<file path="src/rtl/nx_axi4s_packetiser.sv">
// nx_axi4s_packetiser: buffers AXI4-stream beats and releases them only as closed, bounded packets.
// Packets close on TLAST, MAX_BEATS, idle timeout, flush or a full buffer.
module nx_axi4s_packetiser #(
    parameter int DATA_WIDTH   = 64,
    parameter int DEPTH        = 8,
    parameter int MAX_BEATS    = 16,
    parameter int IDLE_TIMEOUT = 32
) (
    input  logic                       clk_i,
    input  logic                       rst_ni,
    input  logic [DATA_WIDTH-1:0]      ib_axi4s_tdata_i,
    input  logic                       ib_axi4s_tlast_i,
    input  logic                       ib_axi4s_tvalid_i,
    output logic                       ib_axi4s_tready_o,
    input  logic                       flush_i,
    output logic [DATA_WIDTH-1:0]      ob_axi4s_tdata_o,
    output logic                       ob_axi4s_tlast_o,
    output logic                       ob_axi4s_tvalid_o,
    input  logic                       ob_axi4s_tready_i,
    output logic [$clog2(DEPTH):0]     level_o,
    output logic [15:0]                pkt_count_o
);
    localparam int AW = $clog2(DEPTH);
    localparam int PW = AW + 1;
    localparam int IW = $clog2(IDLE_TIMEOUT) + 1;

    logic [DATA_WIDTH:0]   r_mem [DEPTH];
    logic [PW-1:0]         r_wr_ptr, r_cm_ptr, r_rd_ptr, r_open_cnt;
    logic [IW-1:0]         r_idle_cnt;
    logic [DATA_WIDTH-1:0] r_data;
    logic                  r_last, r_vld;
    logic [15:0]           r_pkt;

    logic [PW-1:0] w_level;
    logic [AW-1:0] w_wa, w_wa_prev;
    logic          w_full, w_push, w_open, w_close_push, w_close_idle, w_load;

    assign w_level      = r_wr_ptr - r_rd_ptr;
    assign w_full       = w_level == PW'(DEPTH);
    assign w_push       = ib_axi4s_tvalid_i && !w_full;
    assign w_open       = r_open_cnt != '0;
    assign w_wa         = r_wr_ptr[AW-1:0];
    assign w_wa_prev    = w_wa - AW'(1);
    assign w_close_push = w_push && (ib_axi4s_tlast_i || flush_i ||
                          r_open_cnt == PW'(MAX_BEATS-1) || w_level == PW'(DEPTH-1));
    // Without a push, only an open packet can be closed, by flush or idle timeout.
    assign w_close_idle = !w_push && w_open && (flush_i || r_idle_cnt == IW'(IDLE_TIMEOUT-1));
    assign w_load       = (!r_vld || ob_axi4s_tready_i) && r_rd_ptr != r_cm_ptr;

    // The rewritten entry at wr_ptr-1 is always uncommitted, so it never races the read side.
    always_ff @(posedge clk_i) begin
        if (w_push)
            r_mem[w_wa] <= {w_close_push, ib_axi4s_tdata_i};
        else if (w_close_idle)
            r_mem[w_wa_prev][DATA_WIDTH] <= 1'b1;
    end

    always_ff @(posedge clk_i or negedge rst_ni) begin
        if (!rst_ni) begin
            r_wr_ptr   <= '0;
            r_cm_ptr   <= '0;
            r_rd_ptr   <= '0;
            r_open_cnt <= '0;
            r_idle_cnt <= '0;
            r_data     <= '0;
            r_last     <= 1'b0;
            r_vld      <= 1'b0;
            r_pkt      <= '0;
        end else begin
            if (w_push)
                r_wr_ptr <= r_wr_ptr + 1'b1;
            if (w_close_push || w_close_idle)
                r_cm_ptr <= w_push ? r_wr_ptr + 1'b1 : r_wr_ptr;
            r_open_cnt <= (w_close_push || w_close_idle) ? '0 : w_push ? r_open_cnt + 1'b1 : r_open_cnt;
            r_idle_cnt <= (w_push || w_close_idle) ? '0 : w_open ? r_idle_cnt + 1'b1 : r_idle_cnt;
            if (w_load) begin
                r_rd_ptr <= r_rd_ptr + 1'b1;
                r_vld    <= 1'b1;
                r_last   <= r_mem[r_rd_ptr[AW-1:0]][DATA_WIDTH];
                r_data   <= r_mem[r_rd_ptr[AW-1:0]][DATA_WIDTH-1:0];
            end else if (ob_axi4s_tready_i) begin
                r_vld    <= 1'b0;
            end
            if (r_vld && ob_axi4s_tready_i && r_last)
                r_pkt <= r_pkt + 1'b1;
        end
    end

    assign ib_axi4s_tready_o = !w_full;
    assign ob_axi4s_tdata_o  = r_data;
    assign ob_axi4s_tlast_o  = r_last;
    assign ob_axi4s_tvalid_o = r_vld;
    assign level_o           = w_level;
    assign pkt_count_o       = r_pkt;
endmodule

</file>
<file path="config.mk">
export PLATFORM = sky130hd
export DESIGN_NAME = nx_axi4s_packetiser
export DESIGN_NICKNAME = d
export VERILOG_FILES = /design/src/rtl/nx_axi4s_packetiser.sv
export SDC_FILE = /design/constraint.sdc
export NUM_CORES = 1
export LEC_CHECK = 0
export ABC_CLOCK_PERIOD_IN_PS = 11400
export CORE_AREA = 4 4 274 209
export CTS_BUF_LIST = sky130_fd_sc_hd__clkbuf_16
export DETAILED_ROUTE_END_ITERATION = 7
export DIE_AREA = 0 0 278 213
export PLACE_DENSITY = 0.62
export SETUP_SLACK_MARGIN = 0.05
export SYNTH_ARGS = -nofsm -noshare
export SYNTH_HDL_FRONTEND = slang
export SYNTH_SLANG_ARGS = --single-unit
</file>
<file path="constraint.sdc">
create_clock -name clk_i -period 11.4 [get_ports clk_i]
set_clock_uncertainty 0.15 [all_clocks]
set_input_delay 2.28 -clock clk_i [delete_from_list [all_inputs] [get_ports clk_i]]
set_output_delay 2.28 -clock clk_i [all_outputs]
set_load 0.03 [all_outputs]
</file>
**Word level (Yosys, flattened, before mapping)**

Memories as Yosys holds them, arrays and structs flattened. A register that Yosys moved wholly into a read port is not among the register bits.
Index checks and enable logic that the tools add are counted.
Widths: inputs -> output; s select.

- Output and inout bits: 87
- Input bits: 70
- Flip-flop bits (word level): 39
- Bits in writable memories: 520
- Word-level logic and storage cells: 58
- Memories: 1

Memories:

| memory | depth | width | rd ports | clocked after memory_dff | write ports | line | text |
|---|---|---|---|---|---|---|---|
| r_mem | 8 | 65 | 1 | 1 | 1 | 27 | `logic [DATA_WIDTH:0] r_mem [DEPTH];` |

- Eq/ne operators: 5
- $add $sub $neg: 7
- Reduce and logical (&&, ||, !) cells: 23
- Multiplexer cells: 15

Operators with widths:

| kind | number |
|---|---|
| $mux 65 | 1 |
| $reduce_or 65->1 | 1 |
| $add 16x1->16 const B | 1 |
| $add 4x1->4 const B | 3 |
| $mux 4 | 3 |
| $mux 6 | 2 |
| $eq 4x4->1 const B | 2 |
| $logic_and 1x1->1 | 7 |
| $logic_or 1x1->1 | 7 |
| $mux 1 | 7 |
| $add 6x1->6 const B | 1 |
| $eq 6x5->1 const B | 1 |
| $reduce_bool 2->1 | 3 |
| $eq 4x3->1 const B | 1 |
| $logic_not 1->1 | 4 |
| $ne 4x4->1 | 1 |
| $reduce_bool 4->1 | 1 |
| $sub 4x4->4 | 1 |
| $mux 3 | 1 |
| $sub 3x1->3 const B | 1 |
| $mux 2 | 1 |

**Logic depth before layout (Yosys ltp)**

Gate-level depths: netlist of the first run.

- Depth after elaboration: 12
- Mapped depth: 13
- Gate-level depth less buffers: 9

**Least setup slack after synthesis of the first run**

No wires, ideal clock.

- Kind: input to register
- Start point: in ib_axi4s_tvalid_i
- End point: mem r_mem[6][0] (netlist name), enable pin
- Setup time: 0.578 ns
- Buffers on the path: 2
- Stages on the path: 5
- Data arrival time: 7.585 ns
- Setup slack: 3.087 ns
- Required time: 10.672 ns
- Cell sequence: o31a_1 buf_6 buf_2 nand2_1 nor3b_1

- Longest elaborated chain between the ends: 9
- Elaborated cells on any way between the ends: 12
- Those cells by class: mux (7); reduce/logical (5)

Ends and longest elaborated chain:

| what | line | text |
|---|---|---|
| start: declaration | 13 | `input logic ib_axi4s_tvalid_i,` |
| $logic_and 1x1->1 (*) | 40 | `assign w_push = ib_axi4s_tvalid_i && !w_full;` |
| $logic_not 1->1 | 47 | `assign w_close_idle = !w_push && w_open && (flush_i \|\| r_idle_cnt == IW'(IDLE_TIMEOUT-1));` |
| $logic_and 1x1->1 (2 in series) | 47 |  |
| $mux 1 | 54 | `else if (w_close_idle)` |
| $mux 1 | 52 | `if (w_push)` |
| $mux 1 (not written as such) | 55 | `r_mem[w_wa_prev][DATA_WIDTH] <= 1'b1;` |
| $reduce_or 65->1 (no source line) | -- |  |
| $mux 3 (no source line) or $mux 2 (tied branches) | -- |  |
| end: declaration | 27 |  |

Every way passes the cells marked *; elsewhere a longest branch is shown, timed or not.

**Worst setup path after layout of the first run**

- Start point: reg r_rd_ptr[1]
- End point: out ib_axi4s_tready_o

- Longest elaborated chain between the ends: 3

Ends and longest elaborated chain:

| what | line | text |
|---|---|---|
| start: declaration | 28 | `logic [PW-1:0] r_wr_ptr, r_cm_ptr, r_rd_ptr, r_open_cnt;` |
| start signal: assignment | 77 | `r_rd_ptr <= r_rd_ptr + 1'b1;` |
| $sub 4x4->4 | 38 | `assign w_level = r_wr_ptr - r_rd_ptr;` |
| $eq 4x4->1 | 39 | `assign w_full = w_level == PW'(DEPTH);` |
| $logic_not 1->1 | 89 | `assign ib_axi4s_tready_o = !w_full;` |
| end: declaration | 14 | `output logic ib_axi4s_tready_o,` |

No other way between the ends.

==> results_dict.tcl, run 1 <==
set metrics [dict create \
    cp.arrival_ns 3.91 \
    ioPinCount 157 \
    p_per_area_nw_per_um2 274.0 \
    grt_max_degree 108 \
    dp_hpwl_um 27350 \
    synth_seq_cells 624 \
    ys_seq_area_share_pct 75.03 \
    fin_nets 1580 \
    floorplan.rows 74 \
    hold_path.class "flip-flop to flip-flop" \
    status "complete, no violations" \
    setup_viol 0 \
    yosysMostFrequentCell "edfxtp_1" \
    synthSimpleGateAreaFrac_pct 7.003 \
    wl_per_cell_um 22.66 \
    grtUsageTotal_pct 17.68 \
    synthMuxAreaShare_pct 12.35 \
    layout_min_cycle_time_ns 6.338 \
    clk_latency_ns 0.63 \
    yosys-top-cells-area "edfxtp_1 64%, mux4_2 12%, dfrtp_1 11%, nand2_1 2.3%, and2_1 1.7%" \
    cts_tree "built" \
    vias_per_cell 5.466 \
    clock-sinks 624 \
    clock.fmax_mhz 157.8 \
    drive_above_1_share_pct 16.52 \
    crit_path_max_fanout 61 \
    totalWireLength_um 51340 \
    synthArstFlopShare_pct 16.67 \
    synth_edf_count 520 \
    core-area_um2 54260 \
    netlist_area_um2 24280 \
    post_cts_buffers 0 \
    yosysTopAreaCell "edfxtp_1" \
    crit_required_ns 8.97 \
    area_growth_pct 17.28 \
    die_w_um 278 \
    dieArea_um2 59210 \
    antenna_found_initial 2 \
    synth_top_family_by_area "multiplexers" \
    ys_types 54 \
    drtPass1Iterations 5 \
    antenna_cells 0 \
    ys_warn_count 0 \
    worstSetupPathType "flip-flop to output pin" \
    syn_avg_cell_area_um2 18.17 \
    grt_pass1_wl_um 79320 \
    synth.top_cell.area_share_pct 64.31 \
    slowest_stage "buf_4" \
    cpPeakStageDelay_ns 0.81 \
    slew_viol_final 0 \
    slew_headroom_pct 28.43 \
    cts_buffers 59 \
    synth_xor_area_share_pct 1.046 \
    place_congestion 0.7671 \
    syn_inst 1336 \
    endpoint_kind "output pin" \
    crit_chain "buf_4, inv_1, ha_1, nand3b_1, and3_1, or3_1, clkdlybuf4s50_1" \
    grt_overflow 0 \
    cts_buffer_depth 3 \
    tns_ns 0 \
    crit_buf_inv 3 \
    clk_pin_slew_ns 0.06 \
    cts_hold_buf 0 \
    synth_nets 1417 \
    fp.dieH_um 213 \
    cts.repair.resized 0 \
    ys.flop_type "edfxtp_1" \
    finalHoldViolCount 0 \
    initial_core_util_pct 44.75 \
    ir_worst_vdd_mv 0.1822 \
    worstSetupStartpointType "flip-flop" \
    worst_pin_slew_ns 1.074 \
    cap_violations 0 \
    synth_compound_area_share_pct 2.535 \
    port_buffers 156 \
    synth_commonest_cells "520 x edfxtp_1, 150 x nand2_1, 130 x mux4_2, 104 x dfrtp_1, 92 x nor2_1" \
    via_count 12390 \
    min_period_over_period_pct 55.60 \
    grt_pass1_vias 12890 \
    crit_family "buffers and inverters" \
    p_total_uw 7802 \
    p_leak_uw 0.009598 \
    rsz0062_at_grt "false" \
    htreeDepth 2 \
    synth_fa_ha_area_share_pct 0.5978 \
    root_buffer "clkbuf_16" \
    drtAntennaViolNets 0 \
    drc 0 \
    drt_iter0_drc 768 \
]
registers in the layout, indices dropped and copies added, names as in the netlist:
signal             flops
r_rd_ptr               4
r_mem                520
r_cm_ptr               4
ob_axi4s_tvalid_o      1
ob_axi4s_tlast_o       1
ob_axi4s_tdata_o      64
r_idle_cnt             6
r_wr_ptr               4
r_open_cnt             4
pkt_count_o           16
stage by stage:
stage | setup WS [ns] | utilization, % | instances | hold slack [ns] | area [um^2]
6_report | 5.062 | 52.48 | 2266 | 0.3307 | 28480
2_1_floorplan | 3.087 | - | 1336 | 0.3261 | 24280
5_1_grt | 4.674 | 52.48 | 2266 | 0.3487 | 28480
3_5_place_dp | 4.676 | 49.09 | 2160 | 0.3280 | 26640
4_1_cts | 5.002 | 52.48 | 2266 | 0.3410 | 28480
3_3_place_gp | 4.729 | 49.09 | 2160 | 0.3118 | 26640
layout by cell type, fill, tap and decap left out, types with 3 or more instances in the layout:
cell type          n
a21oi_1            5
a31oi_1           65
and2_1            66
and3_1             3
buf_4             18
bufinv_16          4
clkbuf_16         59
clkdlybuf4s50_1  155
clkinv_1          11
clkinv_2           6
dfrtp_1          101
dfrtp_4            3
edfxtp_1         520
ha_1              10
inv_1             26
inv_6              3
mux2_4             4
mux4_2           130
nand2_1          150
nand2b_1           4
nand3_1           13
nand4_1            4
nor2_1            90
nor3_1             6
nor4_1             3
o21ai_0            5
or3_1              4
xnor2_1           17
xor2_1            12
worst reg2reg max path, cell delays in order, from the launching register on:
cell	delay, ns
dfrtp_4	0.68
buf_4	0.83
inv_1	0.19
ha_1	0.33
nand3b_1	0.09
a21oi_1	0.23
o31a_1	0.17
buf_4	0.32
nand2b_4	0.81
a211oi_2	0.33
nor3b_4	0.88
buf_4	0.82
power breakdown:
| part | switching, uW | internal [uW] |
|---|---|---|
| clock network | 836 | 1030 |
| registers | 315 | 3080 |
| logic | 1470 | 1070 |
logic make-up after synthesis:
family,Yosys count
buf+inv,82
mux,135
fa+ha+maj,11
xor+xnor,29
compound gates,93
flops,624
simple gates,362
per-layer routing:
metal	track usage, %	wire [um]	share of wire (%)	up-vias
met1	25.96	23630	46	6532
met3	2.951	2611	5.1	65
met5	0	0	0	-
li1	-	-	-	5500
met4	4.158	873	1.7	0
met2	28.28	24230	47	289
area by class of cell:
type | count | area (um^2)
fillers | 4374 | 25780
multi-input cells | 630 | 5757
well taps | 722 | 903.4
flip-flops and latches | 624 | 18230
clock inverters | 47 | 364.1
inverters | 10 | 40.04
clock buffers | 59 | 1476
repair buffers | 174 | 1707
worst paths after layout:
path / startpoint / endpoint / slack (ns) / depth (start not counted)
min in group asynchronous: rst_ni / r_open_cnt[2] / 1.58 / 1
setup / recovery: r_rd_ptr[1] / ib_axi4s_tready_o / 5.06 / 7
setup reg to reg: r_rd_ptr[1] / r_mem[0][47] / 5.14 / 11
hold reg to reg: pkt_count_o[15] / pkt_count_o[15] / 0.33 / 1
hold / removal: pkt_count_o[15] / pkt_count_o[15] / 0.33 / 1
max in group asynchronous: rst_ni / r_rd_ptr[0] / 7.97 / 2
Note: power is estimated with default switching activity, not from simulation.
==> run 2: changes to the inputs <==
--- a/config.mk
+++ b/config.mk
@@ -5,12 +5,12 @@
 export SDC_FILE = /design/constraint.sdc
 export NUM_CORES = 1
 export LEC_CHECK = 0
-export ABC_CLOCK_PERIOD_IN_PS = 11400
+export ABC_CLOCK_PERIOD_IN_PS = 5500
 export CORE_AREA = 4 4 274 209
 export CTS_BUF_LIST = sky130_fd_sc_hd__clkbuf_16
 export DETAILED_ROUTE_END_ITERATION = 7
 export DIE_AREA = 0 0 278 213
-export PLACE_DENSITY = 0.62
+export PLACE_DENSITY = 0.64
 export SETUP_SLACK_MARGIN = 0.05
 export SYNTH_ARGS = -nofsm -noshare
 export SYNTH_HDL_FRONTEND = slang
==> constraint.sdc (replaced) <==
create_clock -name clk_i -period 5.5 [get_ports clk_i]
set_clock_uncertainty 0.15 [all_clocks]
set_input_delay 1.1 -clock clk_i [delete_from_list [all_inputs] [get_ports clk_i]]
set_output_delay 1.1 -clock clk_i [all_outputs]
set_load 0.03 [all_outputs]
==> run 2 against run 1 <==
Effect of this change:
- total power increased by 110%
- non-clock buffer count increased by 11
- via count increased by 0.75%
- hold slack got worse by 0.0055 ns
- design area increased by 0.71%
- critical path depth unchanged
- global-route usage increased by 0.22 points
- critical endpoint unchanged
- highest routed layer unchanged
==> results_dict.tcl, run 2 (same netlist as run 1, synthesis figures left out) <==
set metrics [dict create \
    status "complete, no violations" \
    antenna_cells 0 \
    area_growth_pct 18.11 \
    cts.repair.resized 0 \
    post_dp_cell_area_um2 26790 \
    final_cell_count_no_fill 2278 \
    place_congestion 0.7547 \
    initial_core_util_pct 44.75 \
    clk_latency_ns 0.62 \
    largest-register "r_mem" \
    post_cts_buffers 0 \
    finalHoldViolCount 0 \
    crit_chain "inv_1, ha_1, fa_1, inv_1, or3_1, or3_1, clkdlybuf4s50_1" \
    endpoint_kind "output pin" \
    drive_above_1_share_pct 16.97 \
    cts_buffer_depth 3 \
    die_w_um 278 \
    final_util_pct 52.86 \
    totalWireLength_um 52810 \
    min_period_over_period_pct 90.93 \
    grt_max_degree 96 \
    ioPinCount 157 \
    ir_worst_vdd_mv 0.3343 \
    drtAntennaViolNets 0 \
    rrSetupSlack_ns 0.92 \
    p_per_area_nw_per_um2 572.8 \
    p_leak_uw 0.009681 \
    grt_overflow 0 \
    crit_path_max_fanout 9 \
    grt_pass1_wl_um 79920 \
    clk_pin_slew_ns 0.07 \
    wl_per_cell_um 23.18 \
    root_buffer "clkbuf_16" \
    drt_iter0_drc 982 \
    fp.dieH_um 213 \
    final_common_cell "edfxtp_1" \
    slew_viol_final 0 \
    cts_buffers 57 \
    cpPeakStageDelay_ns 0.68 \
    htreeDepth 2 \
    clock-sinks 624 \
    cts_tree "built" \
    vias_per_cell 5.478 \
    floorplan.rows 74 \
    rsz0062_at_grt "false" \
    dieArea_um2 59210 \
    clock.fmax_mhz 200.0 \
    worstSetupStartpointType "flip-flop" \
    timing.hold.ws_ns 0.3252 \
    p_total_uw 16430 \
    cap_violations 0 \
    largest_reg_flops 520 \
    worst_pin_slew_ns 1.038 \
    setup_viol 0 \
    drc 0 \
    fin_nets 1589 \
    core-area_um2 54260 \
    slowest_stage "dfrtp_1" \
    layout_min_cycle_time_ns 5.001 \
    slew_headroom_pct 30.77 \
    hold_path.class "flip-flop to flip-flop" \
    dpl.cell_count 2171 \
    via_count 12480 \
    dp_hpwl_um 29740 \
    worstSetupPathType "flip-flop to output pin" \
    layout_common_cells "520 x edfxtp_1, 155 x clkdlybuf4s50_1, 150 x nand2_1" \
    port_buffers 156 \
    crit_required_ns 4.25 \
    final_area_um2 28680 \
    cts_hold_buf 0 \
    cp.arrival_ns 3.75 \
    grtUsageTotal_pct 17.90 \
    grt_pass1_vias 12750 \
    antenna_found_initial 2 \
    drtPass1Iterations 6 \
]
==> run 2: cell types whose count changed in the layout (fill, tap and decap cells not counted), sizes merged <==
| cell | before | now |
|---|---|---|
| inv | 31 | 25 |
| buf | 19 | 30 |
| clkbuf | 59 | 57 |
| clkinv | 21 | 26 |
| bufinv | 4 | 8 |
==> run 2: layout make-up <==
class,instances,area [um^2]
clock inverter,50,460.4
inverter,10,41.29
timing repair buffer,185,1843
clock buffer,57,1426
fill,4334,25580
multi-input combinational,630,5776
sequential,624,18230
tap,722,903.4
==> run 2: path summary, 6_finish.rpt <==
path | from | to | depth (start not counted)
setup / recovery | r_wr_ptr[0] | ib_axi4s_tready_o | 7
hold / removal | pkt_count_o[15] | pkt_count_o[15] | 1
setup reg to reg | r_wr_ptr[0] | r_mem[4][48] | 10
hold reg to reg | pkt_count_o[15] | pkt_count_o[15] | 1
max in group asynchronous | rst_ni | r_rd_ptr[0] | 2
min in group asynchronous | rst_ni | ob_axi4s_tdata_o[3] | 1
==> run 2: routing by layer <==
layer / wire length (um) / GRT usage [%] / vias to the layer above / share of wire [%]
met5: 0 / 0 / - / 0
met3: 3069 / 3.279 / 56 / 5.8
met1: 24420 / 27.05 / 6546 / 46
met2: 24540 / 27.79 / 352 / 46
met4: 777 / 3.651 / 0 / 1.5
li1: - / - / 5525 / -
==> run 2: per-stage QoR <==
step / setup WS (ns) / TNS [ns]
6_report: 0.4990 / 0
5_1_grt: 0.3562 / 0
4_1_cts: 0.4858 / 0
3_5_place_dp: 0.9237 / 0
3_3_place_gp: 1.020 / 0
2_1_floorplan: -0.6029 / -171.64
==> run 2: worst max-delay path, delay by kind of cell (launching register included) <==
kind / cells / cell delay (ns)
simple gates: 2 / 0.71
buf+inv: 3 / 0.96
fa+ha+maj: 2 / 0.79
flops: 1 / 0.68
==> run 2: where the power goes <==
| part | switching [uW] | internal, uW | total [uW] |
|---|---|---|---|
| logic | 3300 | 2260 | 5570 |
| clock network | 1720 | 2260 | 3980 |
| registers | 491 | 6390 | 6880 |
| total | 5510 | 10900 | 16400 |
